--- src/rtl/outport.sv ---
// outport: router output port; round-robin grant per packet, credit-gated flit send.
// Optional feature macro: OUTPORT_CREDIT_CHK_EN (adds sticky credit_err overflow flag).
module outport #(
    parameter int PORTS        = 5,
    parameter int PKT_FLITS    = 4,
    parameter int BUFFER_DEPTH = 4
) (
    input  logic                clk,
    input  logic                rst,
    input  logic [PORTS-1:0]    port_rqs,
    input  logic [PORTS*32-1:0] channels_in,
    input  logic                crt_in,
    output logic [PORTS-1:0]    arb_ack,
    output logic [PORTS-1:0]    rd_strobe,
    output logic [31:0]         output_channel,
    output logic                diff_pair_p,
    output logic                diff_pair_n,
`ifdef OUTPORT_CREDIT_CHK_EN
    output logic                busy,
    output logic                credit_err
`else
    output logic                busy
`endif
);

    localparam int IW = (PORTS > 1) ? $clog2(PORTS) : 1;
    localparam int FW = $clog2(PKT_FLITS + 1);
    localparam int CW = $clog2(BUFFER_DEPTH + 1);

    typedef enum logic [1:0] {
        S_IDLE,
        S_GRANT,
        S_SEND
    } state_t;

    state_t         state_q, state_d;
    logic [IW-1:0]  win_q, win_d;
    logic [IW-1:0]  rr_q, rr_d;
    logic [FW-1:0]  issued_q, issued_d;
    logic [CW-1:0]  credits_q, credits_d;
    logic           link_q, link_d;
    logic [31:0]    hold_q, hold_d;

    logic           pick_found;
    logic [IW-1:0]  pick_idx;
    logic [PORTS-1:0] win_oh;
    logic           issue;
    logic           cred_full;
    logic [31:0]    slice;

    assign win_oh    = PORTS'(1) << win_q;
    assign cred_full = (credits_q == CW'(BUFFER_DEPTH));
    assign slice     = channels_in[32*int'(win_q) +: 32];

    // Round-robin search: first requester at or above rr_q, wrapping.
    always_comb begin
        int cand;
        cand       = 0;
        pick_found = 1'b0;
        pick_idx   = rr_q;
        for (int i = 0; i < PORTS; i++) begin
            cand = (int'(rr_q) + i) % PORTS;
            if (!pick_found && port_rqs[cand]) begin
                pick_found = 1'b1;
                pick_idx   = IW'(cand);
            end
        end
    end

    // Packet FSM: grant hold, credit-gated reads, completion and pointer advance.
    always_comb begin
        state_d   = state_q;
        win_d     = win_q;
        rr_d      = rr_q;
        issued_d  = issued_q;
        arb_ack   = '0;
        rd_strobe = '0;
        issue     = 1'b0;
        unique case (state_q)
            S_IDLE: begin
                if (pick_found) begin
                    win_d   = pick_idx;
                    state_d = S_GRANT;
                end
            end
            S_GRANT: begin
                arb_ack  = win_oh;
                issued_d = '0;
                state_d  = S_SEND;
            end
            S_SEND: begin
                arb_ack = win_oh;
                if (issued_q < FW'(PKT_FLITS) && credits_q != '0) begin
                    issue     = 1'b1;
                    rd_strobe = win_oh;
                    issued_d  = issued_q + FW'(1);
                end
                if (issued_q == FW'(PKT_FLITS)) begin
                    state_d = S_IDLE;
                    rr_d    = (win_q == IW'(PORTS - 1)) ? '0 : win_q + IW'(1);
                end
            end
            default: state_d = S_IDLE;
        endcase
    end

    // Credit count: spend on read, refund on crt_in, saturate at depth.
    always_comb begin
        credits_d = credits_q;
        unique case ({issue, crt_in})
            2'b10:   credits_d = credits_q - CW'(1);
            2'b01:   if (!cred_full) credits_d = credits_q + CW'(1);
            default: credits_d = credits_q;
        endcase
    end

    // Link stage: FIFO data arrives the cycle after the read pulse.
    always_comb begin
        link_d = issue;
        hold_d = link_q ? slice : hold_q;
    end

    assign output_channel = link_q ? slice : hold_q;
    assign diff_pair_p    = link_q;
    assign diff_pair_n    = ~link_q;
    assign busy           = (state_q != S_IDLE);

    // State registers.
    always_ff @(posedge clk or negedge rst) begin
        if (!rst) begin
            state_q   <= S_IDLE;
            win_q     <= '0;
            rr_q      <= '0;
            issued_q  <= '0;
            credits_q <= CW'(BUFFER_DEPTH);
            link_q    <= 1'b0;
            hold_q    <= '0;
        end else begin
            state_q   <= state_d;
            win_q     <= win_d;
            rr_q      <= rr_d;
            issued_q  <= issued_d;
            credits_q <= credits_d;
            link_q    <= link_d;
            hold_q    <= hold_d;
        end
    end

`ifdef OUTPORT_CREDIT_CHK_EN
    logic err_q, err_d;

    // Sticky flag: refund arriving while already full and not spending.
    always_comb begin
        err_d = err_q | (crt_in & cred_full & ~issue);
    end

    // Overflow flag register.
    always_ff @(posedge clk or negedge rst) begin
        if (!rst) begin
            err_q <= 1'b0;
        end else begin
            err_q <= err_d;
        end
    end

    assign credit_err = err_q;
`endif

endmodule

--- config.mk ---
export PLATFORM = sky130hd
export DESIGN_NAME = outport
export DESIGN_NICKNAME = d
export VERILOG_FILES = /design/src/rtl/outport.sv
export SDC_FILE = /design/constraint.sdc
export NUM_CORES = 1
export LEC_CHECK = 0
export CAP_MARGIN = 40
export CORE_UTILIZATION = 35
export CTS_CLUSTER_DIAMETER = 30
export DETAILED_ROUTE_END_ITERATION = 8
export PLACE_DENSITY = 0.71
export SETUP_SLACK_MARGIN = 0.15
export SYNTH_ARGS = -nofsm -noshare
export SYNTH_HDL_FRONTEND = slang
export SYNTH_SLANG_ARGS = --single-unit
export TNS_END_PERCENT = 1
--- constraint.sdc ---
create_clock -name clk -period 8.09 [get_ports clk]
set_input_delay 0.809 -clock clk [delete_from_list [all_inputs] [get_ports clk]]
set_output_delay 0.809 -clock clk [all_outputs]
set_load 0.005 [all_outputs]
---- Yosys cells after proc, flatten, opt, wreduce, memory -nomap -nowiden ----
Index checks and enable logic that the tools add are counted.
storage, ports and cells
  register bits ........................... 47
  latch bits .............................. 0
  bits in writable memories ............... 0
  memory bits (read-only) ................. 0
  input bits .............................. 168
  output and inout port bits .............. 45
  logic and storage cells ................. 99
  memories kept ........................... 0
operators by class
  add/sub/neg operators ................... 8
  multiply operators ...................... 0
  div/mod/pow operators ................... 5
  magnitude comparators ................... 6
  equal/unequal tests ..................... 11
  shifts and indexed selects .............. 2
  muxes and demuxes ....................... 39
  bitwise logic cells ..................... 1
  reduce and logical (&&, ||, !) cells .... 20
operators by type and width
  operator                                                      number
  less-than comparator 32 x 5 -> 1 bit (second input constant)  5
  indexed part select 160 x 9 -> 32 bit                         1
  remainder unit 32 x 4 -> 32 bit (second input constant)       4
  remainder unit 4 x 4 -> 32 bit (second input constant)        1
  2-to-1 mux 32 bit                                             1
  2-to-1 mux 3 bit                                              8
  2-to-1 mux 1 bit                                              17
  binary-select mux 1 bit (select 3 bit)                        5
  2-to-1 mux 5 bit                                              3
  one-hot mux 3 bit (2 select lines)                            2
  AND reduction 2 bit                                           5
  adder 3 x 1 -> 3 bit (second input constant)                  3
  equality test 3 bit (second input constant)                   3
  adder 3 x 2 -> 4 bit (second input constant)                  2
  != test 2 bit (second input constant)                         4
  one-hot mux 2 bit (3 select lines)                            1
  nonzero test 2 bit                                            3
  logical AND 1 bit                                             5
  left shift 1 x 3 -> 5 bit (first input constant)              1
  adder 3 x 1 -> 4 bit (second input constant)                  1
  adder 3 x 3 -> 4 bit (second input constant)                  1
  equality test 2 x 1 -> 1 bit (second input constant)          2
  equality test 2 bit (second input constant)                   2
  zero test 1 bit                                               4
  other kinds (7)                                               8

---- Logic depth before layout (Yosys ltp) ----
Gate-level depths: netlist of run 1.
  word-level depth ........................ 19
  gate-level depth with buffers ........... 19
  mapped depth without buffers ............ 17

---- Least setup slack after synthesis of run 1 ----
OpenSTA, ideal clock, no wires.
  kind .................................... reg-to-reg
  from .................................... register rr_q[0]
  to ...................................... register win_q[0]
  setup time .............................. 0.092 ns
  arrival time ............................ 4.184 ns
  required time ........................... 7.998 ns
  path slack .............................. 3.815 ns
  stages on the path, launching flop included .. 15
  buffers on the path ..................... 2
  clock period less this slack ............ 4.275 ns
  cells stage by stage .................... dfrtp_1 -> buf_2 -> clkinv_1 -> ha_1 -> buf_2 -> clkinv_1 -> ha_1 -> or4_1 -> a31oi_1 -> o32ai_1 -> a221oi_2 -> and3_2 -> nor3b_2 -> or4_4 -> o31ai_2
between the ends
  longest elaborated chain between the ends .. 18
  elaborated cells between the ends (all ways) .. 43
  classes of those cells .................. add/sub: 4; div: 5; mux: 25; reduce/logical: 9
RTL lines
  element                                                                   line  text
  start: declaration                                                        38    logic [IW-1:0] rr_q, rr_d;
  start signal: assignment                                                  141   rr_q <= rr_d;
  branches (longest 18 deep; another with remainder unit 32 x 4 -> 32 bit)  --
  end signal: assignment                                                    140   win_q <= win_d;
  end: declaration                                                          37    logic [IW-1:0] win_q, win_d;
Several ways; the timed one is not identified. The select of a mux whose other input is x is not followed.
A chain may end at the register's enable or synchronous reset.

---- Worst setup path in the final report of run 1 ----
Same ends and word-level chain as after synthesis.

==> results.md, run 1 <==
* CTS resizes at 0
* Max_slew headroom at 43.70%
* Final TNS setup at 0 ns
* Core area at 12820 um^2
* Post-detailed-route count of antenna-violating nets at 0
* Fin cells at 858
* Drt initial violations at 310
* Yosys warning count at 0
* Run status: complete, no violations
* Most frequent cells after synthesis: 76 x nor2_1, 46 x dfrtp_1, 36 x mux4_2
* Final net count at 879
* Met3 wire length at 1.043 mm
* H-tree Lvls at 2
* Placement row count at 41
* Number of max-cap violations at 0
* Seq/Total Area, Yosys at 25.27%
* FF+latch count, synth at 47
* Remaining Overflow, GRT at 0
* RSZ-0062 raised after global routing: no
* Initial antenna violation count at 0
* Final Hold Viols at 0
* Lkg Pwr at 2.739 nW
* Final clock skew at 0.004446 ns
* Num CTS Buffers at 5
* Routed WL per cell at 19.37 um
* Total power at 2.542 mW
* EDFF count, synth at 0
* Worst skew pair latency at 0.29 ns
* Worst hold path type: primary input to async pin
* # DRC at 0
* ANT cells at 0
* Vias in the first global route at 4840
* Setup WS post-layout at 2.621 ns
* Max-slew violations at 0
* Vias per cell at 5.668
* Highest Signal Layer: met4
* Post-synth top flop: dfrtp_1
* Fmax at 0.1829 GHz
* P&R area growth vs syn at 52.69%
* Vias at 4863
* Met1 WL at 7.112 mm
* # IOs at 213
* Mapped Cells at 495
* Inst Count DP at 850
* Met2 WL at 8.168 mm
* Longest Clk Path Bufs at 2
* CP Max Fanout at 33
* Drt pass-1 iters at 5
* Most frequent cell after synthesis: nor2_1
* Slew @ Worst Pin at 0.8399 ns
* Tcrit/Tclk final at 67.60%
* Starting Density at 36.33%
* Post-CTS Hold Buffers at 0
* Clock transition at path regs at 0.07 ns
* Placer Congestion at 0.8976
* Syn Nets at 689
* Distinct cells, synth at 74
* Largest net degree at the start of global routing at 39
* CTS Root Cell: clkbuf_16
* Critical Path AT at 5.67 ns
* WS Path Type: flop to flop
* CTS tree: yes
* Routed WL at 16.62 mm
* Final setup fails at 0
* Number of port buffers at 212
* Worst setup SP type: flop
* Dpl hpwl at 12.97 mm
* Mean post-synth cell area at 9.413 um^2
* Leading area contributor after synthesis: dfrtp_1
* Share of the synthesized area in the top cell type at 24.70%
* Die width at 117.4 um
* Die H at 117.4 um
* P per Cell Area at 357.3 nW/um^2
* Gr usage total at 23.75%
* Worst Reg-to-Reg Cells at 13
* Syn Std Cell Area at 4659 um^2
* Clock Sinks at 47
* Worst setup EP type: flop
* Ratio of cells with drive above 1 in the final layout at 11.66%
* Tmin final at 5.469 ns
* Worst VDD drop at 0.2140 mV
* Die area at 13780 um^2
* Postcts setup bufs at 0
* Top post-synthesis cells by area: dfrtp_1 25%, mux4_2 17%, ha_1 6.7%
* Asr flop ratio synth at 100.0%
* Place WS at 2.721 ns
* First-pass GRT wire length at 26.34 mm
* Critical Path RT at 8.29 ns
==> stage by stage <==
step	utilization (%)	instance area (um^2)	hold WS, ns
2_1_floorplan	-	4659	0.4889
3_3_place_gp	53.72	6889	0.5085
3_5_place_dp	54.09	6937	0.5197
4_1_cts	55.47	7114	0.4469
5_1_grt	55.47	7114	0.4609
6_report	55.47	7114	0.4423
==> worst paths after layout <==
check                                from           end  slack [ns]
worst max register to register    rr_q[0]      win_q[0]        2.62
min in group clk                hold_q[6]     hold_q[6]        0.53
worst min-delay path                  rst     hold_q[5]        0.44
max in group asynchronous             rst  credits_q[2]        7.08
worst min register to register  hold_q[6]     hold_q[6]        0.53
worst max-delay path              rr_q[0]      win_q[0]        2.62
==> where the power goes <==
part	internal (mW)	total (mW)	switching, mW
Sequential	0.351	0.416	0.0655
Clock	0.155	0.246	0.0910
Combinational	0.910	1.88	0.969
==> critical path, stage by stage, from the launching register on <==
cell       delay [ns]
dfrtp_1          0.33
buf_4            0.35
clkinv_1         0.40
ha_1             0.87
clkinv_1         0.47
ha_1             0.37
or3_1            0.42
a2111oi_1        0.53
o32ai_1          0.17
a221oi_2         0.34
and3_2           0.30
nor3b_2          0.09
or4_4            0.53
o31ai_2          0.18
==> flip-flops by register name (all words and copies together), names as in the netlist <==
name	cells
credits_q	3
diff_pair_p	1
hold_q	32
issued_q	3
rr_q	3
state_q	2
win_q	3
==> kinds of logic (layout without fill, tap and decap cells) <==
group,Yosys count,count (layout),synth area share [%]
and+or+nand+nor,171,171,18.42
AOI/OAI and AO/OA,123,123,20.25
buffers and inverters,65,256,5.558
muxes,55,55,21.70
DFF,47,47,25.27
adders and majority gates,26,26,7.143
xor gates and xnor gates,8,8,1.665
==> placed cells by master (no fill, tap or decap), types with 3 or more instances in the layout <==
master and count:
clkdlybuf4s50_1 211, nor2_1 76, dfrtp_1 45, mux4_2 36
a221oi_1 33, inv_1 25, ha_1 25, nand2_1 19
a21oi_1 19, o21ai_0 15, mux2i_1 14, nand3_1 13
and2_1 9, and3_1 7, nand2b_1 7, nor2b_1 6
or3_1 6, nor3_1 6, buf_4 6, xnor2_1 5
a211oi_1 5, o221ai_1 5, clkbuf_16 5, a21o_1 4
o21a_1 4, mux2_2 4, nand3b_1 4, o22ai_1 3
o31ai_1 3
==> layout make-up <==
cell class | instances | area, um^2
Multi-Input combinational cell | 383 | 3228
Clock buffer | 6 | 138.9
Timing Repair Buffer | 220 | 2210
Sequential cell | 47 | 1179
Inverter | 28 | 105.1
Tap cell | 172 | 215.2
Clock inverter | 2 | 38.79
Fill cell | 1137 | 5710
==> routing by layer <==
layer	GRT usage [%]	vias to the layer above
met2	40.83	196
met4	6.169	0
met3	3.988	25
li1	-	2273
met1	30.70	2369
met5	0	-
(Power assumes the default switching activity.)
==> run 2, diff against run 1 <==
--- a/config.mk
+++ b/config.mk
@@ -9,7 +9,7 @@
 export CORE_UTILIZATION = 35
 export CTS_CLUSTER_DIAMETER = 30
 export DETAILED_ROUTE_END_ITERATION = 8
-export PLACE_DENSITY = 0.71
+export PLACE_DENSITY = 0.74
 export SETUP_SLACK_MARGIN = 0.15
 export SYNTH_ARGS = -nofsm -noshare
 export SYNTH_HDL_FRONTEND = slang
==> constraint.sdc (replaced) <==
create_clock -name clk -period 4.9 [get_ports clk]
set_input_delay 0.49 -clock clk [delete_from_list [all_inputs] [get_ports clk]]
set_output_delay 0.49 -clock clk [all_outputs]
set_load 0.005 [all_outputs]
==> run 2 against run 1 <==
Combinational power up 62%. Routed wire length up 0.34%. Non-clock buffer count is 4 higher. Via count increased by 2.1%. Final area rose by 0.47%. Critical path type unchanged. Die area stayed put. Sequential cell count stayed put. Largest power group unchanged.
==> results.md, run 2 (same netlist as run 1, synthesis figures left out) <==
* Run status: complete, no violations
* Number of max-cap violations at 0
* Slowest CP cell: or4_4
* Ratio of cells with drive above 1 in the final layout at 12.32%
* Post-CTS Hold Buffers at 0
* Max_slew headroom at 49.95%
* Worst hold path type: primary input to async pin
* Total power at 4.198 mW
* Drt initial violations at 360
* Die area at 13780 um^2
* Final setup fails at 0
* Lkg Pwr at 2.751 nW
* Area of the multi-input gates at 3237 um^2
* Core area at 12820 um^2
* Worst VDD drop at 0.3843 mV
* ANT cells at 0
* Worst setup SP type: flop
* Critical Path RT at 5.09 ns
* Final clock skew at 0.008707 ns
* Drt pass-1 iters at 5
* Num CTS Buffers at 5
* Clock Sinks at 47
* Dpl hpwl at 13.05 mm
* # fillers at 1133
* Largest Register: hold_q
* Worst setup EP type: flop
* CP Max Fanout at 17
* Vias per cell at 5.761
* Tcrit/Tclk final at 90.82%
* Fmax at 0.2247 GHz
* Critical Path AT at 4.64 ns
* Most frequent cells in the layout: 211 x clkdlybuf4s50_1, 76 x nor2_1, 44 x dfrtp_1
* Placer Congestion at 0.9027
* Commonest non-fill, non-tap cell in the layout: clkdlybuf4s50_1
* Post-detailed-route count of antenna-violating nets at 0
* P&R area growth vs syn at 53.41%
* Worst skew pair latency at 0.29 ns
* Die width at 117.4 um
* Clock transition at path regs at 0.07 ns
* Max-slew violations at 0
* Vias in the first global route at 5113
* Placement row count at 41
* CTS tree: yes
* Cell-by-cell trace of the critical path: inv_1, ha_1, inv_1, ha_1, inv_1, ha_1, or3_1, nand3_1, and2_1, o32ai_1, a221oi_2, and3_2, nor3b_2, or4_4, o31ai_2
* Largest net degree at the start of global routing at 38
* Remaining Overflow, GRT at 0
* CP bufs+invs at 3
* Final net count at 883
* Max reg flops at 32
* Longest Clk Path Bufs at 2
* H-tree Lvls at 2
* CP delay by family, top: simple AND/OR/NAND/NOR gates
* RSZ-0062 raised after global routing: no
* Slew @ Worst Pin at 0.7508 ns
* Die H at 117.4 um
* Routed WL at 16.67 mm
* Tmin final at 4.450 ns
* Number of port buffers at 212
* Vias at 4966
* Routed WL per cell at 19.34 um
* P per Cell Area at 587.2 nW/um^2
* # IOs at 213
* Final TNS setup at 0 ns
* Worst path max stage delay at 0.54 ns
* First-pass GRT wire length at 27.05 mm
* Initial antenna violation count at 0
* Register area at 1180 um^2
* Gr usage total at 24.39%
* CTS Root Cell: clkbuf_16
* Final Hold Viols at 0
* WS Path Type: flop to flop
* Finished Core Util at 55.74%
* # DRC at 0
* Starting Density at 36.33%
## run 2: changes by cell type in the layout (fill, tap and decap cells not counted), sizes merged
| cell | previous run | this run |
|---|---|---|
| clkinvlp | 0 | 1 |
| buf | 9 | 13 |
| clkbuf | 6 | 5 |
## run 2: final cells by class
cell class	instances	area share, %
Clock buffer	5	1.750
Clock inverter	3	0.6476
Tap cell	172	3.011
Multi-Input combinational cell	383	45.28
Inverter	28	1.470
Sequential cell	47	16.51
Timing Repair Buffer	224	31.33
## run 2: metal layers
layer | vias to the layer above | GRT usage [%] | part of all wire, %
li1 | 2283 | - | -
met1 | 2463 | 29.54 | 41
met2 | 203 | 44.45 | 52
met3 | 17 | 4.864 | 6.2
met4 | 0 | 4.708 | 1.1
met5 | - | 0 | 0
## run 2: path summary, 6_finish.rpt
kind	end	start	cells past startpoint	slack, ns
hold / removal	hold_q[8]	rst	1	0.19
max in group asynchronous	win_q[0]	rst	2	4.17
setup / recovery	win_q[0]	rr_q[1]	15	0.45
setup reg to reg	win_q[0]	rr_q[1]	15	0.45
min in group clk	hold_q[15]	hold_q[15]	2	0.52
hold reg to reg	hold_q[15]	hold_q[15]	2	0.52
## run 2: repair_timing
action | CTS | global route
gates resized for setup | 0 | 2
setup buffers | 0 | 0
endpoints found under the hold margin | 0 | 0
setup endpoints to repair | 0 | 4
## run 2: stage by stage
step / cell area (um^2) / instances / setup slack (ns) / hold WS [ns]
after floorplan: 4659 / 495 / 0.6246 / 0.1944
after global placement: 6919 / 852 / 0.5907 / 0.5029
after detailed placement: 6967 / 854 / 0.3809 / 0.5101
after CTS: 7138 / 862 / 0.3552 / 0.1985
after global routing: 7148 / 862 / 0.1714 / 0.2196
final: 7148 / 862 / 0.4500 / 0.1866
## run 2: power breakdown
group / switching, mW / total, mW / internal [mW]
Sequential: 0.181 / 0.760 / 0.578
Combinational: 1.52 / 3.04 / 1.52
Clock: 0.153 / 0.395 / 0.243
